--- src/rtl/vga_rx.sv ---
// vga_rx: recovers pixel coordinates from a VGA-style hsync/vsync/RGB stream,
// locks onto the expected line/frame timing and flags timing violations.
// Optional build macro VGA_RX_FRAME_SIG_EN adds a per-frame pixel signature;
// without it frame_sig is tied to zero.
module vga_rx #(
  parameter int H_TOTAL      = 800,
  parameter int V_TOTAL      = 525,
  parameter int H_VIS        = 640,
  parameter int V_VIS        = 480,
  parameter int H_SYNC_START = 657,
  parameter int V_SYNC_START = 491
) (
  input  logic        clock,
  input  logic        reset_n,
  input  logic        ena,
  input  logic        hsync,
  input  logic        vsync,
  input  logic [1:0]  r,
  input  logic [1:0]  g,
  input  logic [1:0]  b,
  output logic [9:0]  px_x,
  output logic [9:0]  px_y,
  output logic [5:0]  px_rgb,
  output logic        px_valid,
  output logic        locked,
  output logic        frame_start,
  output logic        sync_err,
  output logic [15:0] frame_sig
);

  localparam logic [9:0]  X_LAST  = 10'(H_TOTAL - 1);
  localparam logic [9:0]  Y_LAST  = 10'(V_TOTAL - 1);
  localparam logic [9:0]  X_SYNC  = 10'(H_SYNC_START);
  localparam logic [9:0]  Y_SYNC  = 10'(V_SYNC_START);
  localparam logic [10:0] H_LEN   = 11'(H_TOTAL);
  localparam logic [9:0]  V_LEN   = 10'(V_TOTAL);
  localparam logic [9:0]  X_VIS   = 10'(H_VIS);
  localparam logic [9:0]  Y_VIS   = 10'(V_VIS);
  localparam logic [9:0]  CNT_MAX = 10'd1023;

  typedef enum logic [1:0] {SEARCH, TRACK, LOCKED} state_t;

  state_t      state, state_nxt;
  logic        s_hs, s_vs;
  logic [5:0]  s_rgb;
  logic [9:0]  x_cnt, y_cnt, hlen, vlen;
  logic [9:0]  x_nxt, y_nxt, hlen_nxt, vlen_nxt;
  logic        h_armed, armed_nxt;
  logic        line_edge, frame_edge, viol, fs_nxt;

  // Saturating increment for the line-length and line counters.
  function automatic logic [9:0] sat_inc(input logic [9:0] v);
    return (v == CNT_MAX) ? v : v + 10'd1;
  endfunction

  // Next-state evaluation: edge detection, counters, violation check, FSM.
  always_comb begin
    line_edge  = s_hs & ~hsync;
    frame_edge = s_vs & ~vsync;

    x_nxt = x_cnt;
    if (line_edge)            x_nxt = X_SYNC;
    else if (x_cnt == X_LAST) x_nxt = 10'd0;
    else                      x_nxt = x_cnt + 10'd1;

    y_nxt = y_cnt;
    if (frame_edge)
      y_nxt = Y_SYNC;
    else if (!line_edge && (x_cnt == X_LAST))
      y_nxt = (y_cnt == Y_LAST) ? 10'd0 : y_cnt + 10'd1;

    hlen_nxt = line_edge ? 10'd0 : sat_inc(hlen);
    vlen_nxt = frame_edge ? 10'd0 : (line_edge ? sat_inc(vlen) : vlen);

    // The first partial line after leaving SEARCH is not judged (h_armed=0);
    // the partial frame is covered because vlen restarts at the entry edge.
    viol = 1'b0;
    if (state != SEARCH) begin
      if (line_edge && h_armed && (({1'b0, hlen} + 11'd1) != H_LEN)) viol = 1'b1;
      if (!line_edge && h_armed && (hlen == CNT_MAX - 10'd1))        viol = 1'b1;
      if (frame_edge && (vlen != V_LEN))                             viol = 1'b1;
    end

    state_nxt = state;
    case (state)
      SEARCH:  if (frame_edge) state_nxt = TRACK;
      TRACK:   if (viol) state_nxt = SEARCH; else if (frame_edge) state_nxt = LOCKED;
      LOCKED:  if (viol) state_nxt = SEARCH;
      default: state_nxt = SEARCH;
    endcase

    armed_nxt = h_armed;
    if (state_nxt == SEARCH)               armed_nxt = 1'b0;
    else if (line_edge && state != SEARCH) armed_nxt = 1'b1;

    fs_nxt = (state_nxt == LOCKED) && (x_nxt == 10'd0) && (y_nxt == 10'd0);
  end

  // Input sampling, position counters and the frame_start pulse.
  always_ff @(posedge clock or negedge reset_n) begin
    if (!reset_n) begin
      s_hs        <= 1'b1;
      s_vs        <= 1'b1;
      s_rgb       <= 6'd0;
      x_cnt       <= 10'd0;
      y_cnt       <= 10'd0;
      hlen        <= 10'd0;
      vlen        <= 10'd0;
      frame_start <= 1'b0;
    end else if (ena) begin
      s_hs        <= hsync;
      s_vs        <= vsync;
      s_rgb       <= {r, g, b};
      x_cnt       <= x_nxt;
      y_cnt       <= y_nxt;
      hlen        <= hlen_nxt;
      vlen        <= vlen_nxt;
      frame_start <= fs_nxt;
    end else begin
      frame_start <= 1'b0;
    end
  end

  // Lock FSM with registered locked and sync_err outputs.
  always_ff @(posedge clock or negedge reset_n) begin
    if (!reset_n) begin
      state    <= SEARCH;
      h_armed  <= 1'b0;
      locked   <= 1'b0;
      sync_err <= 1'b0;
    end else if (ena) begin
      state    <= state_nxt;
      h_armed  <= armed_nxt;
      locked   <= (state_nxt == LOCKED);
      sync_err <= viol;
    end else begin
      sync_err <= 1'b0;
    end
  end

  assign px_x     = x_cnt;
  assign px_y     = y_cnt;
  assign px_rgb   = s_rgb;
  assign px_valid = locked & (x_cnt < X_VIS) & (y_cnt < Y_VIS);

`ifdef VGA_RX_FRAME_SIG_EN
  logic [15:0] sig, sig_upd, frame_sig_q;

  always_comb begin
    sig_upd = sig;
    if (px_valid) sig_upd = {sig[14:0], sig[15]} ^ {10'b0, px_rgb};
  end

  // Rotate-xor signature over the visible pixels, published at frame_start.
  always_ff @(posedge clock or negedge reset_n) begin
    if (!reset_n) begin
      sig         <= 16'h0000;
      frame_sig_q <= 16'h0000;
    end else if (ena) begin
      if (fs_nxt) begin
        frame_sig_q <= sig_upd;
        sig         <= 16'h0000;
      end else begin
        sig         <= sig_upd;
      end
    end
  end

  assign frame_sig = frame_sig_q;
`else
  assign frame_sig = 16'h0000;
`endif

endmodule
--- config.mk ---
export PLATFORM = sky130hd
export DESIGN_NAME = vga_rx
export DESIGN_NICKNAME = d
export VERILOG_FILES = /design/src/rtl/vga_rx.sv
export SDC_FILE = /design/constraint.sdc
export NUM_CORES = 1
export LEC_CHECK = 0
export BUFFER_PORTS_ARGS = -buffer_cell sky130_fd_sc_hd__buf_2
export CELL_PAD_IN_SITES_DETAIL_PLACEMENT = 1
export CELL_PAD_IN_SITES_GLOBAL_PLACEMENT = 1
export CORE_MARGIN = 4
export CORE_UTILIZATION = 38
export DETAILED_ROUTE_END_ITERATION = 7
export PLACE_DENSITY_LB_ADDON = 0.1
export SYNTH_ARGS = -nofsm -noshare
export SYNTH_HDL_FRONTEND = slang
export SYNTH_SLANG_ARGS = --single-unit
--- constraint.sdc ---
create_clock -name clock -period 2.5 [get_ports clock]
set_input_delay 0.25 -clock clock [delete_from_list [all_inputs] [get_ports clock]]
set_output_delay 0.25 -clock clock [all_outputs]
set_load 0.03 [all_outputs]
Word level (Yosys, flattened, before mapping)

Index checks and enable logic that the tools add are counted.

Equality and inequality tests: 12
Reduce and logical (&&, ||, !) cells: 20
Multiplexer cells: 23
$lt $le $gt $ge: 2
$add $sub $neg: 5
Bitwise logic cells: 6

Operator list:

| kind                  | count |
|---|---|
| $mux 10               | 10 |
| $eq 10x10->1 const B  | 5 |
| $add 10x1->10 const B | 4 |
| $logic_not 10->1      | 2 |
| $add 10x1->11 const B | 1 |
| $ne 11x10->1 const B  | 1 |
| $lt 10x10->1 const B  | 1 |
| $lt 10x9->1 const B   | 1 |
| $ne 10x10->1 const B  | 1 |
| $logic_and 1x1->1     | 9 |
| $mux 1                | 8 |
| $mux 2                | 4 |
| $pmux 2 s3            | 1 |
| $reduce_bool 2->1     | 3 |
| $and 1x1->1           | 4 |
| $eq 2x2->1 const B    | 2 |
| $logic_not 2->1       | 2 |
| $ne 2x2->1 const B    | 2 |
| $reduce_and 2->1      | 2 |
| $reduce_and 3->1      | 1 |
| $eq 2x1->1 const B    | 1 |
| $not 1->1             | 2 |
| $logic_not 1->1       | 1 |

Register bits: 54
Output and inout bits: 46

Depth between registers and ports, before layout

Word-level depth: 14
Gate-level depth with buffers: 8
Mapped depth without buffers: 8

Worst setup path after synthesis

Ideal clock, no wire load.

Path type: flip-flop to flip-flop
Start point: reg x_cnt[1] (netlist: px_x[1])
End point: reg frame_start
Path slack: 0.215 ns
Arrival time: 2.189 ns
Cell stages (with the launch flop): 8
Required time: 2.404 ns
Cells stage by stage: dfrtp_1 > ha_1 > and4_1 > nand4_1 > nor4_1 > mux2i_1 > o2111ai_1 > nor4_2

Longest elaborated chain between the ends: 7
Elaborated cells between the ends (all ways): 12
Classes of those cells: add/sub: 1; eq/ne: 1; mux: 5; reduce/logical: 5

RTL lines:

| item                                                         | RTL line   | source |
|---|---|---|
| from (decl)                                                  | 46         | `logic [9:0] x_cnt, y_cnt, hlen, vlen;` |
| from (signal assigned)                                       | 114        | `x_cnt <= x_nxt;` |
| $add 10x1->10 / $eq 10x10->1 (equally long branches)         | 64, 63, 69 |  |
| $mux 10 / $logic_and 1x1->1 (equally long branches)          | 63, 69     |  |
| $mux 10 (on tied branches)                                   | 62, 69     |  |
| $logic_not 10->1 / $mux 10 (equally long branches)           | 96, 67     |  |
| $logic_and 1x1->1 / $logic_not 10->1 (equally long branches) | 96         | `fs_nxt = (state_nxt == LOCKED) && (x_nxt == 10'd0) && (y_nxt == 10'd0);` |
| $logic_and 1x1->1 *                                          | 96         |  |
| $mux 1 *                                                     | 110        | `end else if (ena) begin` |
| to (signal assigned)                                         | 118        | `frame_start <= fs_nxt;` |
| to (decl)                                                    | 26         | `output logic frame_start,` |

Every way passes the cells marked *; elsewhere a longest branch is shown, timed or not.
A chain may end at the register's enable or synchronous reset.

Worst setup path in the final report

Start point: reg x_cnt[0] (netlist: px_x[0])
End point: reg frame_start

Same word-level chain as after synthesis.

==> flow_metrics.env <==
export IMPL_run_status="completed"
export IMPL_synth_top_cell_area_share_pct=37.3
export IMPL_drtPass1Iterations=4
export IMPL_antenna_left=0
export IMPL_slew_headroom_pct=56.6
export IMPL_wl_um=9550
export IMPL_start_util_pct=39.6
export IMPL_final_cell_count_no_fill=547
export IMPL_ys_seq_area_share_pct=38.8
export IMPL_grt_pass1_wl_um=16200
export IMPL_drtIter0Drc=78
export IMPL_core_um2=8810
export IMPL_total_power_uw=2700
export IMPL_num_io_pins=57
export IMPL_insertion_delay_ps=320
export IMPL_power_density_nw_per_um2=692
export IMPL_period_minus_slack_ps=2280
export IMPL_die_h_um=104
export IMPL_cts_tree="yes"
export IMPL_syn_area_um2=3490
export IMPL_critical_path_class="reg -> reg"
export IMPL_grtUsageTotal_pct=17.7
export IMPL_cellLeakagePower_uw=0.00169
export IMPL_hpwl_um=7030
export IMPL_synth_simple_area_share_pct=25.9
export IMPL_synth_cell_types=72
export IMPL_setup_viol=0
export IMPL_area_delta_synth_final_pct=12.1
export IMPL_fillers=1079
export IMPL_hold_violations=0
export IMPL_synth_compound_area_share_pct=18.9
export IMPL_portBuffers=40
export IMPL_crit_required_ps=2730
export IMPL_via_count=3120
export IMPL_multi_input_area_um2=1930
export IMPL_synth_cells=396
export IMPL_rsz0062_at_grt="no"
export IMPL_synthArstFlopShare_pct=100
export IMPL_cp_endpoint="frame_start$_DFF_PN0_"
export IMPL_synth_top_family_by_area="simple AND/OR/NAND/NOR gates"
export IMPL_clockRootBuffer="clkbuf_8"
export IMPL_synth_mux_area_fraction_pct=3.84
export IMPL_ys_flop_type="dfrtp_1"
export IMPL_synth_edff_count=0
export IMPL_syn_avg_cell_area_um2=8.80
export IMPL_grt_max_degree=43
export IMPL_gp_congestion=0.814
export IMPL_rr_worst_depth=7
export IMPL_drc=0
export IMPL_cts_max_level=2
export IMPL_path_max_fanout=7
export IMPL_ir_worst_vdd_uv=225
export IMPL_clk_path_buf_depth=2
export IMPL_synth_largest_area_cell="dfrtp_1"
export IMPL_cp_start_kind="register"
export IMPL_fp_dieArea_um2=10800
export IMPL_fin_skew_ps=12.6
export IMPL_rrSetupSlack_ps=220
export IMPL_setup_tns_ps=0
export IMPL_die_w_um=104
export IMPL_drv_cap=0
export IMPL_clk_pin_slew_ps=110
export IMPL_cts_resized=0
export IMPL_rows=34
export IMPL_gr_total_overflow=0
export IMPL_clock_sinks=54
export IMPL_synth_seq_cells=54
export IMPL_fin_nets=456
export IMPL_fin_crit_sh_pct=91.2
export IMPL_yosysWarnings=0
export IMPL_reg2reg_from="px_x[0]$_DFFE_PN0P_"
export IMPL_synth_fa_ha_area_share_pct=2.51
export IMPL_wl_per_cell_um=17.5
export IMPL_via_per_inst=5.70
export IMPL_diodes=0
export IMPL_drv_slew=0
export IMPL_synth_xor_area_share_pct=2.51
export IMPL_worstMarginPinSlew_ps=649
export IMPL_seq_area_um2=1350
export IMPL_r2r_end="frame_start$_DFF_PN0_"
export IMPL_crit_start="px_x[0]$_DFFE_PN0P_"
export IMPL_end_kind="register"
export IMPL_cts_buffers=5
export IMPL_ys_top_cells_by_area="dfrtp_1, nand2_1, buf_4"
export IMPL_grt_pass1_vias=3158
export IMPL_fmax_mhz=439
export IMPL_grt_antenna_before_repair=0
export IMPL_hold_class="in -> reg"
export IMPL_drive_gt1_share_pct=18.9
export IMPL_placed_cells=538
export IMPL_cp_arrival_ps=2510
final cells by class:
type                    instances  area share [%]
well taps                     108            3.46
clock buffers                   6            2.11
repair buffers                 54            7.87
inverters                      10           0.960
flip-flops and latches         54            34.6
multi-input cells             313            49.4
clock inverters                 2            1.54
routing by layer:
metal  global-route usage, %  vias up  wire length (µm)
li1                        -     1509                 -
met1                    23.8     1567              4530
met2                    30.7       38              4740
met3                    2.36        6               212
met4                    3.42        0                66
met5                       0        -                 0
worst min-delay path by stage:
stage | startpoint | to | slack (ps) | depth (start not counted)
final | b[0] | px_rgb[0]$_DFFE_PN0P_ | 160 | 2
after global routing | b[0] | px_rgb[0]$_DFFE_PN0P_ | 140 | 2
after CTS | b[0] | px_rgb[0]$_DFFE_PN0P_ | 140 | 2
after detailed placement | reset_n | px_rgb[4]$_DFFE_PN0P_ | 160 | 1
after global placement | reset_n | px_rgb[4]$_DFFE_PN0P_ | 170 | 1
after floorplan | reset_n | frame_start$_DFF_PN0_ | -50 | 0
placed cells by master, fill, tap and decap left out, types with 4 or more instances in the layout:
| cell | instances |
|---|---|
| inv_1 | 9 |
| o21ai_1 | 6 |
| ha_1 | 7 |
| nand2b_1 | 7 |
| nand3_1 | 17 |
| o21ai_0 | 27 |
| clkbuf_8 | 6 |
| xnor2_1 | 4 |
| dfrtp_1 | 52 |
| nand2_1 | 42 |
| xor2_1 | 6 |
| o31ai_1 | 7 |
| mux2_2 | 11 |
| nor2_1 | 33 |
| buf_4 | 13 |
| a21oi_1 | 19 |
| a31oi_1 | 5 |
| nand4_1 | 16 |
| nor3_1 | 9 |
| conb_1 | 16 |
| buf_2 | 40 |
| and3_1 | 12 |
kinds of logic after synthesis:
group	count (synthesis)
XOR/XNOR	10
buffers and inverters	44
multiplexers	12
adder cells (fa/ha/maj)	7
other	1
flip-flops	54
AND/OR/NAND/NOR	168
AO/OA/AOI/OAI	100
sequential cells by signal (all words and copies together) (netlist names):
register / count
frame_start: 1
h_armed: 1
hlen: 10
locked: 1
px_rgb: 6
px_x: 10
px_y: 10
s_hs: 1
s_vs: 1
state: 2
sync_err: 1
vlen: 10
cells in the mapped netlist, types with 4 or more instances:
master	count
a21oi_1	19
a31oi_1	5
and3_1	12
buf_2	7
buf_4	18
clkbuf_1	6
dfrtp_1	52
ha_1	7
inv_1	9
mux2_2	11
nand2_1	42
nand2b_1	7
nand3_1	17
nand4_1	16
nor2_1	33
nor3_1	9
o21ai_0	27
o21ai_1	6
o31ai_1	7
xnor2_1	4
xor2_1	6
stage by stage:
stage / hold WS [ps] / worst slack (ps) / area (µm²) / util, %
2_1_floorplan: -45.6 / 215 / 3540 / -
3_3_place_gp: 166 / 301 / 3760 / 42.7
3_5_place_dp: 161 / 261 / 3760 / 42.7
4_1_cts: 142 / 237 / 3910 / 44.4
5_1_grt: 142 / 88.0 / 3910 / 44.4
6_report: 157 / 220 / 3910 / 44.4
critical path, stage by stage (launching register included):
cell and delay, ps:
dfrtp_1 470, ha_1 200, and4_1 350, nand4_1 230, nor4_1 330, mux2i_1 290, o2111ai_1 170, nor4_2 140
report_power, final:
part / switching, µW / leakage [µW] / internal, µW
Sequential: 186 / 0.000672 / 992
Combinational: 502 / 0.000947 / 283
Clock: 313 / 0.0000714 / 428
what timing repair did:
| action | in CTS | in global routing |
|---|---|---|
| endpoints found under the hold margin | 11 | 0 |
| hold buffers | 1 | 0 |
| buffers inserted | 0 | 0 |
(Power assumes the default switching activity.)
